File: src/rtl/ec_pkg.sv
// Shared constants and state encoding for the elliptic-curve scalar sequencer.
package ec_pkg;
    localparam int KEY_W = 256;
    localparam int IDX_W = $clog2(KEY_W);

    localparam logic [1:0] OP_NONE   = 2'b00;
    localparam logic [1:0] OP_DOUBLE = 2'b01;
    localparam logic [1:0] OP_ADD    = 2'b10;

    typedef enum logic [2:0] {
        ST_IDLE,
        ST_SCAN,
        ST_DBL_REQ,
        ST_DBL_WAIT,
        ST_ADD_REQ,
        ST_ADD_WAIT,
        ST_DONE
    } state_t;
endpackage

File: src/rtl/scalar_index_counter.sv
// Bit-index down-counter: loads to KEY_W-1, decrements on enable, wraps 0 -> KEY_W-1.
module scalar_index_counter #(
    parameter int KEY_W = 256,
    localparam int IDX_W = $clog2(KEY_W)
) (
    input  logic             clk,
    input  logic             rst_n,
    input  logic             i_load,
    input  logic             i_dec,
    output logic [IDX_W-1:0] o_idx,
    output logic             o_is_zero
);
    localparam logic [IDX_W-1:0] MAX_IDX = IDX_W'(KEY_W - 1);

    logic [IDX_W-1:0] r_idx;

    always_ff @(posedge clk) begin
        if (!rst_n || i_load)
            r_idx <= MAX_IDX;
        else if (i_dec)
            r_idx <= (r_idx == '0) ? MAX_IDX : r_idx - IDX_W'(1);
    end

    assign o_idx     = r_idx;
    assign o_is_zero = (r_idx == '0);
endmodule

File: src/rtl/ec_scalar_sequencer.sv
// Double-and-add sequencer: walks scalar bits MSB-first, issuing DOUBLE/ADD requests.
// Optional LEADING_ZERO_SKIP_EN skips leading zero bits and starts with a lone ADD.
module ec_scalar_sequencer #(
    parameter int KEY_W = ec_pkg::KEY_W,
    localparam int IDX_W = $clog2(KEY_W)
) (
    input  logic             clk,
    input  logic             rst_n,
    input  logic             start,
    input  logic [KEY_W-1:0] scalar,
    output logic             busy,
    output logic             op_valid,
    output logic [1:0]       op_code,
    input  logic             op_ready,
    input  logic             op_done,
    output logic [IDX_W-1:0] bit_idx,
    output logic             done,
    output logic             zero_scalar
);
    import ec_pkg::*;

    state_t           r_state;
    logic [KEY_W-1:0] r_shift;
    logic             r_busy, r_op_valid, r_done, r_zero, r_zero_flag;
    logic [1:0]       r_op_code;

    logic             w_bit, w_idx_zero, w_load, w_dec, w_advance, w_skip, w_step;
    logic [IDX_W-1:0] w_idx;

    assign w_bit     = r_shift[KEY_W-1];
    assign w_load    = (r_state == ST_IDLE) && start;
    assign w_advance = ((r_state == ST_DBL_WAIT) && op_done && !w_bit) ||
                       ((r_state == ST_ADD_WAIT) && op_done);
`ifdef LEADING_ZERO_SKIP_EN
    assign w_skip    = (r_state == ST_SCAN) && !w_bit;
`else
    assign w_skip    = 1'b0;
`endif
    assign w_step    = w_advance || w_skip;
    // DONE decrements the spent counter so it wraps back to KEY_W-1 for the next job.
    assign w_dec     = (w_step && !w_idx_zero) || (r_state == ST_DONE);

    scalar_index_counter #(.KEY_W(KEY_W)) u_idx (
        .clk      (clk),
        .rst_n    (rst_n),
        .i_load   (w_load),
        .i_dec    (w_dec),
        .o_idx    (w_idx),
        .o_is_zero(w_idx_zero)
    );

    always_ff @(posedge clk) begin
        if (!rst_n) begin
            r_state     <= ST_IDLE;
            r_shift     <= '0;
            r_busy      <= 1'b0;
            r_op_valid  <= 1'b0;
            r_op_code   <= OP_NONE;
            r_done      <= 1'b0;
            r_zero      <= 1'b0;
            r_zero_flag <= 1'b0;
        end else begin
            r_done <= 1'b0;
            case (r_state)
                ST_IDLE: if (start) begin
                    r_shift     <= scalar;
                    r_zero_flag <= (scalar == '0);
                    r_busy      <= 1'b1;
`ifdef LEADING_ZERO_SKIP_EN
                    r_state     <= ST_SCAN;
`else
                    r_state     <= ST_DBL_REQ;
                    r_op_valid  <= 1'b1;
                    r_op_code   <= OP_DOUBLE;
`endif
                end
`ifdef LEADING_ZERO_SKIP_EN
                // Accumulator is still infinity here, so the first set bit needs no DOUBLE.
                ST_SCAN: if (w_bit) begin
                    r_state    <= ST_ADD_REQ;
                    r_op_valid <= 1'b1;
                    r_op_code  <= OP_ADD;
                end
`endif
                ST_DBL_REQ: if (op_ready) begin
                    r_state    <= ST_DBL_WAIT;
                    r_op_valid <= 1'b0;
                    r_op_code  <= OP_NONE;
                end
                ST_DBL_WAIT: if (op_done && w_bit) begin
                    r_state    <= ST_ADD_REQ;
                    r_op_valid <= 1'b1;
                    r_op_code  <= OP_ADD;
                end
                ST_ADD_REQ: if (op_ready) begin
                    r_state    <= ST_ADD_WAIT;
                    r_op_valid <= 1'b0;
                    r_op_code  <= OP_NONE;
                end
                ST_ADD_WAIT: ;
                ST_DONE: begin
                    r_state <= ST_IDLE;
                    r_busy  <= 1'b0;
                    r_zero  <= 1'b0;
                end
                default: r_state <= ST_IDLE;
            endcase

            if (w_step) begin
                if (w_idx_zero) begin
                    r_state <= ST_DONE;
                    r_done  <= 1'b1;
                    r_zero  <= r_zero_flag;
                end else begin
                    r_shift <= r_shift << 1;
                    if (w_advance) begin
                        r_state    <= ST_DBL_REQ;
                        r_op_valid <= 1'b1;
                        r_op_code  <= OP_DOUBLE;
                    end
                end
            end
        end
    end

    assign busy        = r_busy;
    assign op_valid    = r_op_valid;
    assign op_code     = r_op_code;
    assign bit_idx     = w_idx;
    assign done        = r_done;
    assign zero_scalar = r_zero;
endmodule

File: config.mk
export PLATFORM = sky130hd
export DESIGN_NAME = ec_scalar_sequencer
export DESIGN_NICKNAME = d
export VERILOG_FILES = /design/src/rtl/ec_pkg.sv /design/src/rtl/scalar_index_counter.sv /design/src/rtl/ec_scalar_sequencer.sv
export SDC_FILE = /design/constraint.sdc
export NUM_CORES = 1
export LEC_CHECK = 0
export BUFFER_PORTS_ARGS = -buffer_cell sky130_fd_sc_hd__buf_2
export CAP_MARGIN = 25
export CORE_ASPECT_RATIO = 1.2
export CORE_MARGIN = 4
export CORE_UTILIZATION = 56
export DETAILED_ROUTE_END_ITERATION = 7
export MAX_ROUTING_LAYER = met4
export PLACE_DENSITY = 0.83
export REMOVE_ABC_BUFFERS = 1
export SYNTH_ARGS = -nofsm -noshare
export SYNTH_HDL_FRONTEND = slang
export SYNTH_SLANG_ARGS = --single-unit
File: constraint.sdc
create_clock -name clk -period 2.15 [get_ports clk]
set_input_delay 0.215 -clock clk [delete_from_list [all_inputs] [get_ports clk]]
set_output_delay 0.215 -clock clk [all_outputs]
set_load 0.02 [all_outputs]
# Word level (Yosys, flattened, before mapping)
# Index checks and enable logic that the tools add are counted.
dict set report classes {
  add_sub_neg 1
  mux 30
  reduce_logical 21
  n_eq_ne 11
}
# op n
set op_table {}
lappend op_table {{2-to-1 mux 256 bit} 4}
lappend op_table {{logical NOT 256 bit} 1}
lappend op_table {{2-to-1 mux 3 bit} 6}
lappend op_table {{case mux 3 bit (5 select lines)} 1}
lappend op_table {{2-to-1 mux 1 bit} 10}
lappend op_table {{2-to-1 mux 2 bit} 5}
lappend op_table {{== test 3 bit (second input constant)} 3}
lappend op_table {{!= test 3 bit (second input constant)} 3}
lappend op_table {{logical NOT 8 bit} 1}
lappend op_table {{2-to-1 mux 8 bit} 1}
lappend op_table {{subtractor 8 x 1 -> 8 bit (second input constant)} 1}
lappend op_table {{== test 3 x 2 -> 1 bit (second input constant)} 2}
lappend op_table {{logical AND 1 bit} 6}
lappend op_table {{case mux 2 bit (3 select lines)} 1}
lappend op_table {{AND reduction 2 bit} 3}
lappend op_table {{AND reduction 5 bit} 1}
lappend op_table {{!= test 2 bit (second input constant)} 2}
lappend op_table {{logical NOT 1 bit} 3}
lappend op_table {{logical NOT 3 bit} 1}
lappend op_table {{logical OR 1 bit} 3}
lappend op_table {{!= test 3 x 2 -> 1 bit (second input constant)} 1}
lappend op_table {{case mux 1 bit (3 select lines)} 1}
lappend op_table {{case mux 1 bit (2 select lines)} 1}
lappend op_table {{nonzero test 2 bit} 1}
lappend op_table {{OR reduction 2 bit} 1}
dict set report totals {
  out_inout_bits 14
  input_bits 261
  regBits 274
}

# Logic depth before layout (Yosys ltp)
dict set report depth {
  word_depth 6
  ltp_mapped 8
}

# By module
# A second synthesis with hierarchy kept.
dict set report unflattened {
  hier_cells 1340
  hier_area_um2 14036.0
}
# mod cells_per_inst area_per_inst_um2 seq_area_each_um2 n_inst
set by_module_without_submodules {}
lappend by_module_without_submodules {ec_scalar_sequencer 1288 13575.5 5325.1 1}
lappend by_module_without_submodules {scalar_index_counter 52 460.4 160.2 1}

# Worst setup path after synthesis
# No wires, ideal clock.
dict set report synth_timing {
  path_kind {flip-flop to flip-flop}
  from {reg u_idx.r_idx[3], in the netlist u_idx.o_idx[3]}
  to {reg r_shift[170]}
  t_required_ns 2.061
  setup_time_ns 0.089
  synth_period_minus_slack_ns 1.733
  t_arrival_ns 1.644
  setup_slack_ns 0.417
  path_stages_with_launch 8
  path_cell_list {dfxtp_1 > nor3_4 > nand4b_4 > nand2_2 > buf_4 > buf_2 > nor2_1 > a311oi_2}
}
dict set report synth_via {
  elab_chain_cells 3
}
# item line
set synth_lines {}
lappend synth_lines {{start: declaration} scalar_index_counter.sv:15} ;# logic [IDX_W-1:0] r_idx;
lappend synth_lines {{start signal: assignment} scalar_index_counter.sv:21} ;# r_idx <= (r_idx == '0) ? MAX_IDX : r_idx - IDX_W'(1);
lappend synth_lines {{logical NOT 8 bit} scalar_index_counter.sv:25} ;# assign o_is_zero = (r_idx == '0);
lappend synth_lines {{2-to-1 mux 256 bit} ec_scalar_sequencer.sv:110} ;# if (w_idx_zero) begin
lappend synth_lines {{2-to-1 mux 256 bit} ec_scalar_sequencer.sv:109} ;# if (w_step) begin
lappend synth_lines {{end signal: assignment} ec_scalar_sequencer.sv:66} ;# r_shift <= scalar;
lappend synth_lines {{end signal: assignment} ec_scalar_sequencer.sv:115} ;# r_shift <= r_shift << 1;
lappend synth_lines {{end: declaration} ec_scalar_sequencer.sv:23} ;# logic [KEY_W-1:0] r_shift;
# Every way passes these cells.
# A chain may end at the register's enable or synchronous reset.

# Final worst setup path
dict set report layout_timing {
  from {reg r_state[2]}
  to {reg r_shift[89]}
}
dict set report layout_via {
  elab_chain_cells 5
}
# item line
set layout_lines {}
lappend layout_lines {{start: declaration} ec_scalar_sequencer.sv:22} ;# state_t r_state;
lappend layout_lines {{start signal: assignment} ec_scalar_sequencer.sv:54} ;# r_state <= ST_IDLE;
lappend layout_lines {{start signal: assignment} ec_scalar_sequencer.sv:72} ;# r_state <= ST_DBL_REQ;
lappend layout_lines {{start signal: assignment} ec_scalar_sequencer.sv:86} ;# r_state <= ST_DBL_WAIT;
lappend layout_lines {{== test 3 x 2 -> 1 bit} ec_scalar_sequencer.sv:32} ;# assign w_advance = ((r_state == ST_DBL_WAIT) && op_done && !w_bit) ||
lappend layout_lines {{logical AND 1 bit (2 in a row)} ec_scalar_sequencer.sv:32}
lappend layout_lines {{logical OR 1 bit} ec_scalar_sequencer.sv:32}
lappend layout_lines {{2-to-1 mux 256 bit *} ec_scalar_sequencer.sv:109}
# Mark *: on every way between the ends. The rest lies on a longest branch, timed or not.

==> impl_metrics.json <==
{
  "min_period_over_period": 1.01,
  "clock_latency_ps": 540,
  "synth-async-reset-ratio": 0,
  "leakagePower_nw": 7.53,
  "worst_slack_ps": -25.8,
  "maxSlewHeadroom": 0.588,
  "worstRegToRegCells": 6,
  "fp-row-count": 63,
  "cp-start-kind": "register",
  "topRoutingLayerUsed": "met4",
  "synth_warnings": 0,
  "gp_congestion": 0.900,
  "maxSlewViolCount": 0,
  "portBuffers": 274,
  "io_pins": 275,
  "ys_ff_latch": 274,
  "fmax_ghz": 0.460,
  "final_cells": 2410,
  "cp.arrival_ps": 2560,
  "num_vias": 14989,
  "drtPass1Iterations": 6,
  "clock-root-buffer": "clkbuf_16",
  "dieHeight_um": 181,
  "critical_path_required_ps": 2530,
  "final_cell_mix": "523 x nand2_1, 274 x dfxtp_1, 274 x buf_2",
  "hold_depth": 3,
  "setup_viol": 1,
  "layout-drive-gt1-share": 0.301,
  "nets": 2324,
  "synth_enable_flop_cells": 0,
  "rsz0062_at_grt": "true",
  "min_to": "r_shift[146]",
  "areaGrowthSynthToFinish_pct": 34.8,
  "syn_avg_cell_area_um2": 8.58,
  "power.density_nw_per_um2": 688,
  "hp-class": "input port to register",
  "seq_area_frac_synth": 0.393,
  "cts_tree": "done",
  "synth_cells": 1625,
  "yosys.cell_types.count": 49,
  "avgViaCountPerCell": 6.22,
  "critPathKind": "register to register",
  "r2r_start": "r_state[2]",
  "placed_area_um2": 15600,
  "htree_levels": 1,
  "dp.cells": 2142,
  "outcome": "finished with violations",
  "postCtsSetupBuffers": 0,
  "holdCritStartpoint": "scalar[146]",
  "grt_pass1_wl_um": 78800,
  "die_x_um": 152,
  "crit_path_end_kind": "register",
  "grt_usage": 0.350,
  "cpPeakStageDelay_ps": 470,
  "drc": 0,
  "grt_antenna_before_repair": 5,
  "cap_violations": 0,
  "tns_ps": -25.8,
  "synthesis.area_um2": 13900,
  "cts_inserted_buffers": 28,
  "grt_pass1_vias": 15250,
  "reg2reg_slack_ps": -30,
  "fin_skew_ps": 21.9,
  "start_util": 0.567,
  "met3WireLength_um": 3770,
  "drt-total-wl_um": 49700,
  "cts.clk_slew.worst_paths_ps": 70,
  "clockBufferDepth": 3,
  "dieArea_um2": 27500,
  "hold_viol": 0,
  "ir_worst_vdd_mv": 0.600,
  "grt_overflow": 0,
  "wl_met2_um": 24900,
  "rr_endpoint": "r_shift[89]",
  "grt_max_degree": 131,
  "cts.sinks": 274,
  "violations": "setup timing",
  "drtIter0Drc": 1463,
  "period_minus_slack_ps": 2180,
  "core_um2": 24600,
  "ant_nets": 0,
  "tightest_slew_ps": 618,
  "power.total_mw": 12.9,
  "stdcell_area_um2": 18800,
  "hpwl_um": 26400,
  "final_common_cell": "nand2_1",
  "ys.flop_type": "dfxtp_1",
  "path_cells": "or3b_1 -> a21oi_4 -> nand2_8 -> buf_12 -> nor2_1 -> a311oi_2",
  "routedLengthMet1_um": 17700,
  "wl_per_cell_um": 20.6,
  "path_max_fanout": 61,
  "cpMaxStageDelayCell": "or3b_1"
}
-- where the power goes --
part	internal, mW	switching [mW]	leakage, nW
clock	2.84	2.06	0.462
sequential	5.46	0.240	2.25
combinational	1.08	1.25	4.82
total	9.38	3.55	7.53
-- kinds of logic after synthesis --
family | after synthesis | share of synthesized area
adders and majority gates | 2 | 0.00179
buffers and inverters | 147 | 0.0557
DFF | 274 | 0.393
and+or+nand+nor | 905 | 0.268
xor gates and xnor gates | 1 | 0.000628
AOI/OAI and AO/OA | 295 | 0.280
muxes | 1 | 0.000718
-- per-stage QoR --
step	setup WS (ps)	utilization	hold slack, ps
floorplan	-5740	-	350
global route	-43.3	0.764	1.63
CTS	57.5	0.761	0.0117
detailed placement	71.9	0.636	450
finish	-25.8	0.764	10.9
global placement	55.5	0.636	447
-- flip-flops by register name, indices dropped and copies added (netlist names) --
signal and count:
busy 1, r_state 3, r_shift 256, zero_scalar 1, r_zero_flag 1, op_valid 1, op_code 2, u_idx.o_idx 8
done 1
-- synthesized netlist by cell type (all sizes together) (4+ instances only) --
library cell | count | share of area
nor3 | 5 | 0.0026
and3 | 4 | 0.0018
nand3 | 7 | 0.0025
dfxtp | 274 | 0.39
nor2 | 267 | 0.072
nor4 | 64 | 0.029
clkbuf | 60 | 0.016
nand2b | 4 | 0.0018
a311oi | 255 | 0.26
nand4 | 16 | 0.0072
inv | 4 | 0.0011
nand2 | 524 | 0.14
o21ai | 14 | 0.0053
buf | 83 | 0.039
a21oi | 16 | 0.0060
-- final cells by class --
type | instances | area, um^2
multi-input cells | 1204 | 7760
fillers | 1502 | 5800
flip-flops and latches | 274 | 5490
repair buffers | 549 | 4180
clock buffers | 40 | 847
well taps | 325 | 407
clock inverters | 8 | 71.3
inverters | 4 | 22.5
diodes | 6 | 15.0
-- worst max-delay path: cells and delay by family, from the launching register on --
family | cells | cell delay [ps]
AND/OR/NAND/NOR | 3 | 960
buffers and inverters | 1 | 290
flip-flops | 1 | 370
AO/OA/AOI/OAI | 2 | 360
-- repair_timing --
item / CTS / global route
hold buffers: 214 / 0
endpoints found under the setup margin: 0 / 50
gates resized for setup: 0 / 12
endpoints found under the hold margin: 214 / 0
-- worst max-delay path by stage --
stage,end,startpoint,slack [ps],depth (start not counted)
global placement,r_zero_flag,scalar[132],60,7
CTS,r_zero_flag,r_state[1],60,8
global route,r_shift[120],u_idx.o_idx[3],-40,6
floorplan,op_code[1],r_state[1],-5740,5
detailed placement,r_zero_flag,scalar[132],70,7
finish,r_shift[89],r_state[2],-30,6
-- metal layers --
metal | track usage | vias up
li1 | - | 6694
met1 | 0.386 | 7087
met2 | 0.603 | 921
met3 | 0.0532 | 287
met4 | 0.202 | 0
met5 | - | -
Power figures use the tool's default switching activity.
